`config.mk`:
```
export PLATFORM = sky130hd
export DESIGN_NAME = fetch_prefetch_queue
export DESIGN_NICKNAME = d
export VERILOG_FILES = /design/src/rtl/fetch_prefetch_queue.sv
export SDC_FILE = /design/constraint.sdc
export NUM_CORES = 1
export LEC_CHECK = 0
export BUFFER_PORTS_ARGS = -buffer_cell sky130_fd_sc_hd__buf_4
export CORE_ASPECT_RATIO = 0.7
export CORE_MARGIN = 10
export CORE_UTILIZATION = 55
export CTS_BUF_LIST = sky130_fd_sc_hd__clkbuf_8
export DETAILED_ROUTE_END_ITERATION = 12
export PLACE_DENSITY = 0.78
export SETUP_SLACK_MARGIN = 0.02
export SLEW_MARGIN = 40
export SYNTH_ARGS = -nofsm -noshare
export SYNTH_HDL_FRONTEND = slang
export SYNTH_SLANG_ARGS = --single-unit
```
`constraint.sdc`:
```
create_clock -name clk -period 6.3 [get_ports clk]
set_input_delay 0.945 -clock clk [delete_from_list [all_inputs] [get_ports clk]]
set_output_delay 0.945 -clock clk [all_outputs]
set_load 0.01 [all_outputs]
```
`src/rtl/fetch_prefetch_queue.sv`:
```
// Instruction-fetch front end: drives the ROM address every cycle and queues
// fetched instructions with their next-PC in a DEPTH-entry circular buffer.
module fetch_prefetch_queue #(
  parameter int unsigned ADDR_W  = 8,
  parameter int unsigned INSTR_W = 32,
  parameter int unsigned DEPTH   = 4,
  parameter int unsigned PC_STEP = 4
) (
  input  logic                             clk,
  input  logic                             R,
  output logic [ADDR_W-1:0]                rom_addr,
  input  logic [INSTR_W-1:0]               rom_instr,
  input  logic                             branch_taken,
  input  logic [ADDR_W-1:0]                branch_target,
  input  logic                             deq,
  output logic                             head_valid,
  output logic [INSTR_W-1:0]               head_instr,
  output logic [ADDR_W-1:0]                head_next_pc,
  output logic [$clog2(DEPTH+1)-1:0]       count,
  output logic [ADDR_W-1:0]                fetch_pc
);

  localparam int unsigned PTR_W = $clog2(DEPTH);
  localparam int unsigned CNT_W = $clog2(DEPTH + 1);

  logic [INSTR_W-1:0] r_instr_q [DEPTH];
  logic [ADDR_W-1:0]  r_npc_q   [DEPTH];
  logic [PTR_W-1:0]   r_rd_ptr;
  logic [PTR_W-1:0]   r_wr_ptr;
  logic [CNT_W-1:0]   r_count;
  logic [ADDR_W-1:0]  r_fetch_pc;

  logic               w_head_valid;
  logic               w_do_deq;
  logic               w_can_enq;
  logic [ADDR_W-1:0]  w_next_pc;

  assign w_head_valid = (r_count != '0);
  assign w_do_deq     = deq & w_head_valid;
  // A full queue still takes a fetch when the head leaves in the same cycle.
  assign w_can_enq    = (r_count < CNT_W'(DEPTH)) | w_do_deq;
  assign w_next_pc    = r_fetch_pc + ADDR_W'(PC_STEP);

  // Control state: reset beats branch redirect beats normal fetch/drain.
  always_ff @(posedge clk) begin
    if (R) begin
      r_fetch_pc <= '0;
      r_rd_ptr   <= '0;
      r_wr_ptr   <= '0;
      r_count    <= '0;
    end else if (branch_taken) begin
      r_fetch_pc <= branch_target;
      r_rd_ptr   <= '0;
      r_wr_ptr   <= '0;
      r_count    <= '0;
    end else begin
      if (w_can_enq) begin
        r_wr_ptr   <= r_wr_ptr + PTR_W'(1);
        r_fetch_pc <= w_next_pc;
      end
      if (w_do_deq) begin
        r_rd_ptr <= r_rd_ptr + PTR_W'(1);
      end
      r_count <= r_count + CNT_W'(w_can_enq) - CNT_W'(w_do_deq);
    end
  end

  // Payload storage needs no reset; validity comes from the count.
  always_ff @(posedge clk) begin
    if (!R && !branch_taken && w_can_enq) begin
      r_instr_q[r_wr_ptr] <= rom_instr;
      r_npc_q[r_wr_ptr]   <= w_next_pc;
    end
  end

  assign rom_addr     = r_fetch_pc;
  assign fetch_pc     = r_fetch_pc;
  assign count        = r_count;
  assign head_valid   = w_head_valid;
  assign head_instr   = w_head_valid ? r_instr_q[r_rd_ptr] : '0;
  assign head_next_pc = w_head_valid ? r_npc_q[r_rd_ptr]   : '0;

endmodule
```
Yosys cells after proc, flatten, opt, wreduce, memory -nomap -nowiden
Memories as Yosys holds them, arrays and structs flattened. A register that Yosys moved wholly into a read port is not among the register bits.
Cells that the tools add are included.
{"block": "op_classes", "n_addsub": 5, "multipliers": 0, "div": 0, "order_cmp": 1, "n_eq_ne": 0, "shift": 0, "n_mux": 10, "bitwise": 2, "n_reduce_logical": 7}
{"operator": "$mux 32", "count": 1}
{"operator": "$mux 8", "count": 3}
{"operator": "$add 8x3->8 const B", "count": 1}
{"operator": "$mux 2", "count": 4}
{"operator": "$add 2x1->2 const B", "count": 2}
{"operator": "$add 3x1->3", "count": 1}
{"operator": "$lt 3x3->1 const B", "count": 1}
{"operator": "$reduce_bool 3->1", "count": 1}
{"operator": "$sub 3x1->3", "count": 1}
{"operator": "$logic_and 1x1->1", "count": 2}
{"operator": "$logic_not 1->1", "count": 2}
{"operator": "$mux 1", "count": 2}
{"operator": "$reduce_bool 2->1", "count": 1}
{"operator": "$reduce_or 2->1", "count": 1}
{"operator": "$and 1x1->1", "count": 1}
{"operator": "$or 1x1->1", "count": 1}
{"block": "totals", "ff_bits": 15, "latch_bits": 0, "mem_bits_rw": 160, "rom_bits": 0, "input_bits": 44, "output_inout_bits": 60, "elab_cells": 31, "n_memories": 2}
{"memory": "r_instr_q", "depth": 4, "width": 32, "read_ports": 1, "rd_clocked_by_memory_dff": 1, "wr": 1, "line": "26", "rtl": "logic [INSTR_W-1:0] r_instr_q [DEPTH];"}
{"memory": "r_npc_q", "depth": 4, "width": 8, "read_ports": 1, "rd_clocked_by_memory_dff": 1, "wr": 1, "line": "27", "rtl": "logic [ADDR_W-1:0] r_npc_q [DEPTH];"}

Depth between registers and ports, before layout
{"block": "logic_depth", "ltp_word": 6, "mapped_depth": 10, "depth_no_buf": 8}

Worst setup path after synthesis
OpenSTA, ideal clock, no wires.
{"block": "synth_timing", "path_kind": "input to register", "startpoint": "in R", "endpoint": "mem r_instr_q[0][0] (enable)", "setup_ps": 401, "arrival_time_ps": 2334, "required_ps": 5899, "setup_slack_ps": 3564, "path_stages": 3, "path_buffers": 1, "cell_sequence": "clkbuf_1 nor2_1 and3_1"}
{"block": "synth_between", "elab_chain_cells": 5}
{"element": "start: declaration", "line": "10", "rtl": "input logic R,"}
{"element": "$logic_not 1->1", "line": "70", "rtl": "if (!R && !branch_taken && w_can_enq) begin"}
{"element": "$logic_and 1x1->1 (2 in series)", "line": "70"}
{"element": "$mux 1", "line": "70"}
{"element": "$mux 1 (not written as such)", "line": "71", "rtl": "r_instr_q[r_wr_ptr] <= rom_instr;"}
{"element": "end: declaration", "line": "26"}
Every way passes these cells.

==> results_dict.tcl <==
set metrics [dict create \
    netlist_area_sq_um 7010 \
    synth_cell_types 26 \
    dpl.hpwl_microns 8110 \
    fin_cells 632 \
    min_period_over_period_pct 50.4 \
    regArea_sq_um 5150 \
    dp.cells 599 \
    final_util_pct 66.1 \
    vias 3416 \
    synth_flop_cell "edfxtp_1" \
    port_buffers 103 \
    p_leak_nw 2.88 \
    routed_wl_microns 12800 \
    synthArstFlopShare_pct 0 \
    start_util_pct 56.2 \
    synth_area_per_cell_sq_um 19.3 \
    grt.overflow.total 0 \
    gp_congestion 0.721 \
    die_y_microns 114 \
    rows 34 \
    critPathKind "reg -> out" \
    fp.dieW_microns 155 \
    grt_setup_unrepaired "no" \
    syn-instance-count 363 \
    yosys_warnings 0 \
    ant_nets 0 \
    maxCapViolations 0 \
    cts_resized 0 \
    clock-root-buffer "clkbuf_8" \
    cp.arrival_ps 2230 \
    finalSetupViolations 0 \
    routedWlPerCell_microns 20.3 \
    finalCriticalPeriod_ps 3180 \
    hp-class "reg -> reg" \
    clockBufferDepth 2 \
    clkLatencyLatePin_ps 430 \
    yosys_register_bits 177 \
    grt.busiest_layer "met2" \
    tns_ps 0 \
    worstPathRequired_ps 5350 \
    total_power_mw 2.37 \
    drt_iter0_drc 160 \
    met3_usage_pct 4.95 \
    synthToLayoutAreaGrowth_pct 17.6 \
    peakVddDrop_uv 144 \
    fp.dieArea_sq_um 17700 \
    layout-drive-gt1-share_pct 39.4 \
    fillCellCount 815 \
    remaining_drc_errors 0 \
    tightest_slew_ps 634 \
    r2r_slack_ps 4070 \
    yosys.area.top_type "edfxtp_1" \
    io_pins 104 \
    finalHoldViolCount 0 \
    crit_path_end_kind "primary output" \
    met1_usage_pct 19.8 \
    synth_edf_count 160 \
    multiInputGateArea_sq_um 1660 \
    clock.fmax_mhz 315 \
    holdBufCountCts 0 \
    synth.top_cell.area_share_pct 68.6 \
    grt.total_usage_pct 14.9 \
    start_kind "flop" \
    drt-pass1-iter-count 4 \
    finish.instance_area_sq_um 8240 \
    clkSinkCount 177 \
    placed_area_sq_um 7820 \
    clk_pin_slew_ps 100 \
    post_cts_buffers 0 \
    powerDensity_nw_per_um2 288 \
    numCtsBuffers 17 \
    use_met2_pct 23.2 \
    coreArea_sq_um 12500 \
    seq_area_frac_synth_pct 73.4 \
    synth_nets 414 \
    grt_pass1_wl_microns 20400 \
    grt_max_degree 45 \
    antenna_cells 0 \
    synth_area_leaders "edfxtp_1, mux4_2, dfxtp_1, and2_1, xnor2_1" \
    fin_nets 508 \
    antenna_found_initial 0 \
    htreeDepth 4 \
    synth_commonest_cells "edfxtp_1, and2_1, mux4_2" \
    synth_most_common_cell "edfxtp_1" \
    fin_skew_ps 12.8 \
    slew_headroom_pct 57.7 \
    cts_tree "yes" \
    critPathMaxFanout 22 \
    status "finished, final reports clean" \
    routed_via_density 5.41 \
    grt_pass1_vias 3753 \
    slew_violations 0 \
]
[sequential cells by signal, summed over array words and instances (netlist names), named ones only]
register   cells
r_instr_q    128
fetch_pc       8
r_wr_ptr       2
r_rd_ptr       2
r_npc_q       32
count          3
[per-stage QoR]
step	worst slack (ps)	hold WS, ps
floorplan	3560	485
detailed placement	3470	515
global placement	3470	509
CTS	2980	544
global route	2980	578
finish	3120	539
[layout by cell type (no fill, tap or decap), types with 2 or more instances in the layout]
cell type,n
nand2_1,2
a21oi_1,6
dfxtp_1,15
nand2b_1,2
ha_1,6
mux2i_1,4
inv_1,8
o21a_1,4
clkinv_4,2
edfxtp_1,160
nor2_1,13
xnor2_1,10
inv_6,6
clkbuf_8,17
and2_1,41
buf_4,104
mux4_2,40
inv_8,5
dfxtp_4,2
nand3_1,4
xor2_1,4
nand4_1,2
and3_4,4
[final timing paths]
| check | cells after the start | start | to |
|---|---|---|---|
| min reg2reg | 2 | r_rd_ptr[0] | flop |
| min | 2 | r_rd_ptr[0] | flop |
| max | 4 | flop | head_next_pc[6] |
| max reg2reg | 9 | count[1] | count[2] |
[critical path, cell delays in order (launching register included)]
cell and delay (ps):
dfxtp_4 670, buf_12 260, mux4_2 540, and2_1 180, buf_4 140
[where the power goes]
part           total, mW  internal [mW]  leakage [nW]  switching (mW)
Combinational      0.270          0.141          1.08           0.129
Clock              0.764          0.335         0.202           0.429
Sequential          1.33           1.31          1.60          0.0217
[routing by layer]
metal	up-vias	share of wire [%]
met5	-	0
met1	1706	44
li1	1570	-
met3	2	9.0
met4	0	0.15
met2	138	47
[logic make-up (layout without fill, tap and decap cells)]
family | after synthesis | in the layout | synth area share (%)
mux | 45 | 45 | 13.6
compound gates | 10 | 10 | 0.857
xor+xnor | 14 | 14 | 1.75
flops | 177 | 177 | 73.4
other cells | 1 | 1 | 0.0535
simple gates | 71 | 71 | 5.73
fa+ha+maj | 7 | 7 | 1.36
buf+inv | 38 | 145 | 3.25
[layout make-up]
type / instances / share of cell area (%)
inverter: 8 / 0.364
clock inverter: 15 / 1.99
sequential: 177 / 62.5
timing repair buffer: 105 / 9.72
clock buffer: 17 / 2.84
multi-input combinational: 148 / 20.1
tap: 162 / 2.46
Power figures use the tool's default switching activity.
